$ cat src/rtl/maquina_maluca_pkg.sv
// Shared state encoding for the coffee-machine sequencer.
// Status decoders and benches use the same codes.
package maquina_maluca_pkg;

    localparam int unsigned STATE_W = 4;

    typedef enum logic [STATE_W-1:0] {
        IDLE                = 4'd1,
        LIGAR_MAQUINA       = 4'd2,
        VERIFICAR_AGUA      = 4'd3,
        ENCHER_RESERVATORIO = 4'd4,
        MOER_CAFE           = 4'd5,
        COLOCAR_NO_FILTRO   = 4'd6,
        PASSAR_AGITADOR     = 4'd7,
        TAMPEAR             = 4'd8,
        REALIZAR_EXTRACAO   = 4'd9
    } state_t;

endpackage

$ cat src/rtl/maquina_maluca.sv
// Coffee-machine brewing sequencer: a fixed step sequence with one refill loop.
// Moore outputs only; state code and reservoir flag come straight from flops.
module maquina_maluca
    import maquina_maluca_pkg::*;
(
    input  logic               clk,
    input  logic               rst_n,
    input  logic               start,
    output logic [STATE_W-1:0] state,
    output logic               agua_enchida
);

    // Power-up values match the reset values so state reads IDLE before any edge.
    state_t state_q = IDLE;
    state_t state_d;
    logic   agua_q  = 1'b0;
    logic   agua_d;

    // Next-state and flag update
    always_comb begin
        state_d = state_q;
        agua_d  = agua_q;
        case (state_q)
            IDLE: begin
                if (start) state_d = LIGAR_MAQUINA;
            end
            LIGAR_MAQUINA:  state_d = VERIFICAR_AGUA;
            VERIFICAR_AGUA: begin
                if (agua_q) state_d = MOER_CAFE;
                else        state_d = ENCHER_RESERVATORIO;
            end
            ENCHER_RESERVATORIO: begin
                state_d = VERIFICAR_AGUA;
                agua_d  = 1'b1;
            end
            MOER_CAFE:         state_d = COLOCAR_NO_FILTRO;
            COLOCAR_NO_FILTRO: state_d = PASSAR_AGITADOR;
            PASSAR_AGITADOR:   state_d = TAMPEAR;
            TAMPEAR:           state_d = REALIZAR_EXTRACAO;
            REALIZAR_EXTRACAO: begin
                // Water is consumed by the extraction, so the next cycle refills.
                state_d = IDLE;
                agua_d  = 1'b0;
            end
            default: state_d = IDLE;
        endcase
    end

    // State and flag registers; the active-high reset overrides any transition
    always_ff @(posedge clk) begin
        if (rst_n) begin
            state_q <= IDLE;
            agua_q  <= 1'b0;
        end else begin
            state_q <= state_d;
            agua_q  <= agua_d;
        end
    end

    assign state        = STATE_W'(state_q);
    assign agua_enchida = agua_q;

endmodule

$ cat config.mk
export PLATFORM = sky130hd
export DESIGN_NAME = maquina_maluca
export DESIGN_NICKNAME = d
export VERILOG_FILES = /design/src/rtl/maquina_maluca_pkg.sv /design/src/rtl/maquina_maluca.sv
export SDC_FILE = /design/constraint.sdc
export NUM_CORES = 1
export LEC_CHECK = 0
export CAP_MARGIN = 30
export CORE_AREA = 2 2 39 41
export DETAILED_ROUTE_END_ITERATION = 12
export DIE_AREA = 0 0 41 43
export PLACE_DENSITY_LB_ADDON = 0.12
export SYNTH_ARGS = -nofsm -noshare
export SYNTH_HDL_FRONTEND = slang
export SYNTH_SLANG_ARGS = --single-unit
$ cat constraint.sdc
create_clock -name clk -period 2.6 [get_ports clk]
set_input_delay 0.78 -clock clk [delete_from_list [all_inputs] [get_ports clk]]
set_output_delay 0.78 -clock clk [all_outputs]
set_load 0.05 [all_outputs]
==> results of run 1 <==
cells by family (layout without fill, tap and decap cells):
kind of cell           Yosys count  in the layout
AND/OR/NAND/NOR                  8              8
AO/OA/AOI/OAI                    7              7
flip-flops                       5              5
buffers and inverters            4             12
XOR/XNOR                         1              1
placed cells by master (no fill, tap or decap), drive strengths merged:
cell type      instances
nor2                   2
nand4b                 1
dfxtp                  5
a2111oi                3
and4bb                 1
a21oi                  2
nor2b                  2
or4b                   1
o311ai                 1
clkbuf                 4
or3                    1
a211oi                 1
inv                    1
xnor2                  1
clkdlybuf4s50          7
power groups by stage:
stage	Clock (W)	Combinational, W	Sequential, W
2_1_floorplan	0	0.0000581	0.000136
3_3_place_gp	0	0.0000978	0.000114
3_5_place_dp	0	0.0000986	0.000115
4_1_cts	0.0000966	0.0000991	0.000114
5_1_grt	0.000104	0.000105	0.000118
6_report	0.0000922	0.0000979	0.000113
metal layers:
metal | up-vias | GRT usage [%]
met4 | 0 | 4.000
met5 | - | 0
met2 | 9 | 10.00
met1 | 109 | 9.061
met3 | 0 | 7.853
li1 | 109 | -
how the worst max path moves through the flow:
| stage | start | end | slack (ns) | cells past startpoint |
|---|---|---|---|---|
| 2_1_floorplan | state[2] | agua_enchida | 1.11 | 3 |
| 3_3_place_gp | state[0] | state[0] | 0.49 | 1 |
| 3_5_place_dp | state[0] | state[0] | 0.48 | 1 |
| 4_1_cts | state[0] | state[0] | 0.21 | 1 |
| 5_1_grt | state[0] | state[0] | 0.13 | 1 |
| 6_report | state[0] | state[0] | 0.23 | 1 |
state kept, by name (all words and copies together), names as in the netlist:
name	flops
state	4
agua_enchida	1
layout make-up:
type                       count  area (sq um)  area share (%)
clock buffer                   4         26.28           7.500
inverter                       1         3.754           1.071
timing repair buffer           7         70.07           20.00
tap                           16         20.02           5.714
sequential                     5         100.1           28.57
multi-input combinational     16         130.1           37.14
through the flow:
stage          util, %  std cells
2_1_floorplan        -         25
3_3_place_gp     23.42         45
3_5_place_dp     23.42         45
4_1_cts          25.32         49
5_1_grt          25.32         49
6_report         25.32         49
==> impl_metrics.yaml, run 1 <==
sta:
  period_needed_ns: 2.373
  drv_slew: 0
  max_slew_margin_pct: 67.05
  worst_slew_pin_slew_ns: 0.4927
  rsz0062_at_grt: "false"
  fin_worst_skew_ns: 0.005787
  whs_ns: 0.5004
  hold_viol: 0
  finalSetupViolations: 0
  fin_ws_ns: 0.2268
  fmax_ghz: 0.4214
  setup_tns_ns: 0
  fin_crit_sh_pct: 91.28
worst_setup_path:
  rr_endpoint: "agua_enchida"
  cp_data_required_time_ns: 1.82
  critPathMaxFanout: 10
  cp_top_family: "buffers and inverters"
  worstPathCellList: "clkdlybuf4s50_1"
  reg2regPathDepth: 2
  reg2reg_from: "state[1]"
  crit_buf_inv: 1
  critPathLaunchType: "flop"
  slowest_delay_ns: 0.86
  ff2ff_setup_slack_ns: 1.37
  path_class: "flop to output pin"
  cp.arrival_ns: 1.59
  cp_slowest_cell: "clkdlybuf4s50_1"
  cp-end-kind: "output pin"
drt:
  wl_per_cell_microns: 10.20
  wl_met2_microns: 243
  m1WireLength_microns: 203
  dr.first_iter.drc_count: 3
  dr.pass1.iters: 3
  top_layer: "met3"
  routed_wl_microns: 500
  vias: 227
  drc: 0
  final_antenna_net_count: 0
  route.met3.wl_microns: 53
  via_per_inst: 4.633
power:
  power_w: 0.0003034
  p_sw_share_pct: 37.91
  peakVddDrop_mv: 0.3410
  power_frac_comb_pct: 32.3
  p_int_w: 0.0001884
  power_frac_seq_pct: 37.4
  switchingPower_w: 0.0001150
  p_leak_nw: 0.1120
  power.density_nw_per_um2: 866.1
  pwr-share-clk_pct: 30.4
place:
  place_congestion: 0.7087
  post_dp_cell_area_sq_um: 324.1
  dp_slack_ns: 0.4824
  numPortBuffers: 7
logic_synthesis:
  syn_nets: 28
  synth-compound-area-share_pct: 22.82
  synth-simple-area-share_pct: 24.27
  synth_most_common_cell: "dfxtp_1"
  synth.distinct_cells: 17
  synth_common_cells: "dfxtp_1 (5), a2111oi_0 (2), a21oi_1 (2), nor2_1 (2), nor2b_1 (2)"
  synthDominantCellAreaShare_pct: 38.83
  muxShareOfSynthArea_pct: 0
  synth_flop_cell: "dfxtp_1"
  synthAdderAreaFrac_pct: 0
  ys_seq_elements: 5
  syn_inst: 25
  yosysSeqAreaShare_pct: 38.83
  synth_top_family_by_area: "simple AND/OR/NAND/NOR gates"
  async_reset_ff_share_pct: 0
  synth.area.top_cells: "dfxtp_1 (39%), a2111oi_0 (6.8%), a2111oi_2 (5.8%)"
  synth_warnings: 0
  syn-cell-area_sq_um: 257.7
  synth_xor_area_share_pct: 3.398
  synth_edf_count: 0
  synth.largest_area_cell: "dfxtp_1"
  syn_avg_cell_area_sq_um: 10.31
floorplanning:
  die_area_sq_um: 1763
  die_h_microns: 43
  row_count: 14
  die_x_microns: 41
  fp.coreArea_sq_um: 1384
  pin_count: 8
  start_util_pct: 18.63
flow_run:
  drv_cap: 0
min_path:
  worstHoldPathType: "flop to flop"
  holdPathStages: 2
  worst_hold_path.endpoint: "agua_enchida"
  hp-start: "agua_enchida"
clock_tree:
  cts_buffers: 3
  clk-insertion-delay-late_ns: 0.24
  cts_root_buffer: "clkbuf_4"
  ctsLongestPathBuffers: 2
  cts-htree-levels: 1
  post_cts_resize_count: 0
  cts.sinks: 5
  cts_setup_buffers: 0
  clkTransAtPathRegs_ns: 0.05
  postCtsHoldBufs: 0
  cts_tree: "done"
global_route:
  grt_antenna_before_repair: 0
  grt_start_max_net_pins: 12
  grt_pass1_vias: 220
  grt_usage_pct: 8.149
  grt_pass1_wl_microns: 897
  grt-ovfl-total: 0
run_status:
  status: "finished, final reports clean"
finish:
  nFillCells: 151
  design_area_sq_um: 350.3
  nets: 37
  drive_above_1_share_pct: 15.15
  num_antenna_cells: 0
  syn2layout_area_growth_pct: 35.92
(Power assumes the default switching activity.)
==> run 2, diff against run 1 <==
Settings changed: CTS_CLUSTER_SIZE set to 20, PLACE_DENSITY_LB_ADDON 0.12 to 0.05.
==> run 2 against run 1 <==
Critical path depth unchanged. Register-to-register slack got worse by 0.02 ns. Via count decreased by 1.3%. Routed wire length increased by 5.2%. Maximum frequency decreased by 0.45%. Sequential cell count unchanged. Non-clock buffer count unchanged. Cell count unchanged. Die area unchanged. Critical endpoint is now state[1]. Combinational power decreased by 0.5%. Clock power decreased by 5.2%. Setup slack got worse by 0.011 ns.
==> impl_metrics.yaml, run 2 (same netlist as run 1, synthesis figures left out) <==
run_status:
  status: "finished, final reports clean"
floorplanning:
  die_area_sq_um: 1763
  row_count: 14
  die_h_microns: 43
  start_util_pct: 18.63
  die_x_microns: 41
  fp.coreArea_sq_um: 1384
  pin_count: 8
clock_tree:
  cts-htree-levels: 1
  cts_root_buffer: "clkbuf_4"
  cts_buffers: 3
  cts.sinks: 5
  cts_setup_buffers: 0
  cts_tree: "done"
  postCtsHoldBufs: 0
  post_cts_resize_count: 0
  ctsLongestPathBuffers: 2
  clkTransAtPathRegs_ns: 0.04
  clk-insertion-delay-late_ns: 0.23
worst_setup_path:
  critPathMaxFanout: 11
  cp_slowest_cell: "clkdlybuf4s50_1"
  critPathLaunchType: "flop"
  worstPathCellList: "clkdlybuf4s50_1"
  crit_path_start: "state[1]"
  cp-end-kind: "output pin"
  cp_data_required_time_ns: 1.82
  crit_buf_inv: 1
  path_class: "flop to output pin"
  reg2reg_from: "state[1]"
  cp.arrival_ns: 1.60
  cp_top_family: "buffers and inverters"
  slowest_delay_ns: 0.87
drt:
  routed_wl_microns: 526
  via_per_inst: 4.571
  final_antenna_net_count: 0
  drc: 0
  vias: 224
  dr.first_iter.drc_count: 12
  dr.pass1.iters: 4
  wl_per_cell_microns: 10.73
sta:
  setup_tns_ns: 0
  worst_slew_pin_slew_ns: 0.5016
  rsz0062_at_grt: "false"
  fmax_ghz: 0.4195
  period_needed_ns: 2.384
  hold_viol: 0
  finalSetupViolations: 0
  drv_slew: 0
  max_slew_margin_pct: 66.45
  fin_crit_sh_pct: 91.69
  fin_worst_skew_ns: 0.00007103
min_path:
  hp-start: "agua_enchida"
  worstHoldPathType: "flop to flop"
flow_run:
  drv_cap: 0
global_route:
  grt_pass1_wl_microns: 952
  grt_start_max_net_pins: 12
  grt_pass1_vias: 226
  grt_usage_pct: 8.308
  grt_antenna_before_repair: 0
  grt-ovfl-total: 0
place:
  place_inst: 45
  place_congestion: 0.6893
  numPortBuffers: 7
finish:
  nets: 37
  drive_above_1_share_pct: 15.15
  final_cell_mix: "clkdlybuf4s50_1 (7), dfxtp_1 (5), clkbuf_4 (3)"
  syn2layout_area_growth_pct: 35.92
  num_antenna_cells: 0
  largest_reg_flops: 4
  final_common_cell: "clkdlybuf4s50_1"
  final_cell_count_no_fill: 49
  nFillCells: 151
power:
  peakVddDrop_mv: 0.2758
  power.density_nw_per_um2: 856.3
  p_leak_nw: 0.1120
run 2: routing by layer:
metal  global-route usage (%)  vias up  wire length, microns
li1                         -      111                     -
met2                    8.750        6                   238
met3                    3.665        0                    47
met1                    11.46      107                   239
met4                    8.000        0                     0
met5                        0        -                     0
run 2: power by group:
group	leakage, nW	switching (W)	internal, W
Clock	0.0150	0.0000295	0.0000579
Sequential	0.0411	0.0000267	0.0000885
Combinational	0.0560	0.0000556	0.0000417
run 2: area by class of cell:
cell class                      count  area [sq um]  share of cell area, %
Multi-Input combinational cell     16         130.1                  37.14
Tap cell                           16         20.02                  5.714
Timing Repair Buffer                7         70.07                  20.00
Clock buffer                        4         26.28                  7.500
Sequential cell                     5         100.1                  28.57
Inverter                            1         3.754                  1.071
run 2: path summary, 6_finish.rpt:
kind                        to  slack (ns)  cells past startpoint
hold reg to reg   agua_enchida        0.51                      2
setup reg to reg  agua_enchida        1.35                      2
hold / removal    agua_enchida        0.51                      2
setup / recovery      state[1]        0.22                      1
run 2: worst register-to-register path, cell delays in order, from the launching register on:
cell	delay [ns]
dfxtp_1	0.40
or3_4	0.42
a2111oi_2	0.34
run 2: metrics by stage:
step	setup slack (ns)	utilization [%]	area, sq um	total power, W	hold WS (ns)
2_1_floorplan	1.115	-	257.7	0.0001938	0.7159
3_3_place_gp	0.4695	23.42	324.1	0.0002138	0.5006
3_5_place_dp	0.4680	23.42	324.1	0.0002142	0.5088
4_1_cts	0.2072	25.32	350.3	0.0003047	0.5156
5_1_grt	0.1520	25.32	350.3	0.0003213	0.5311
6_report	0.2161	25.32	350.3	0.0003000	0.5071
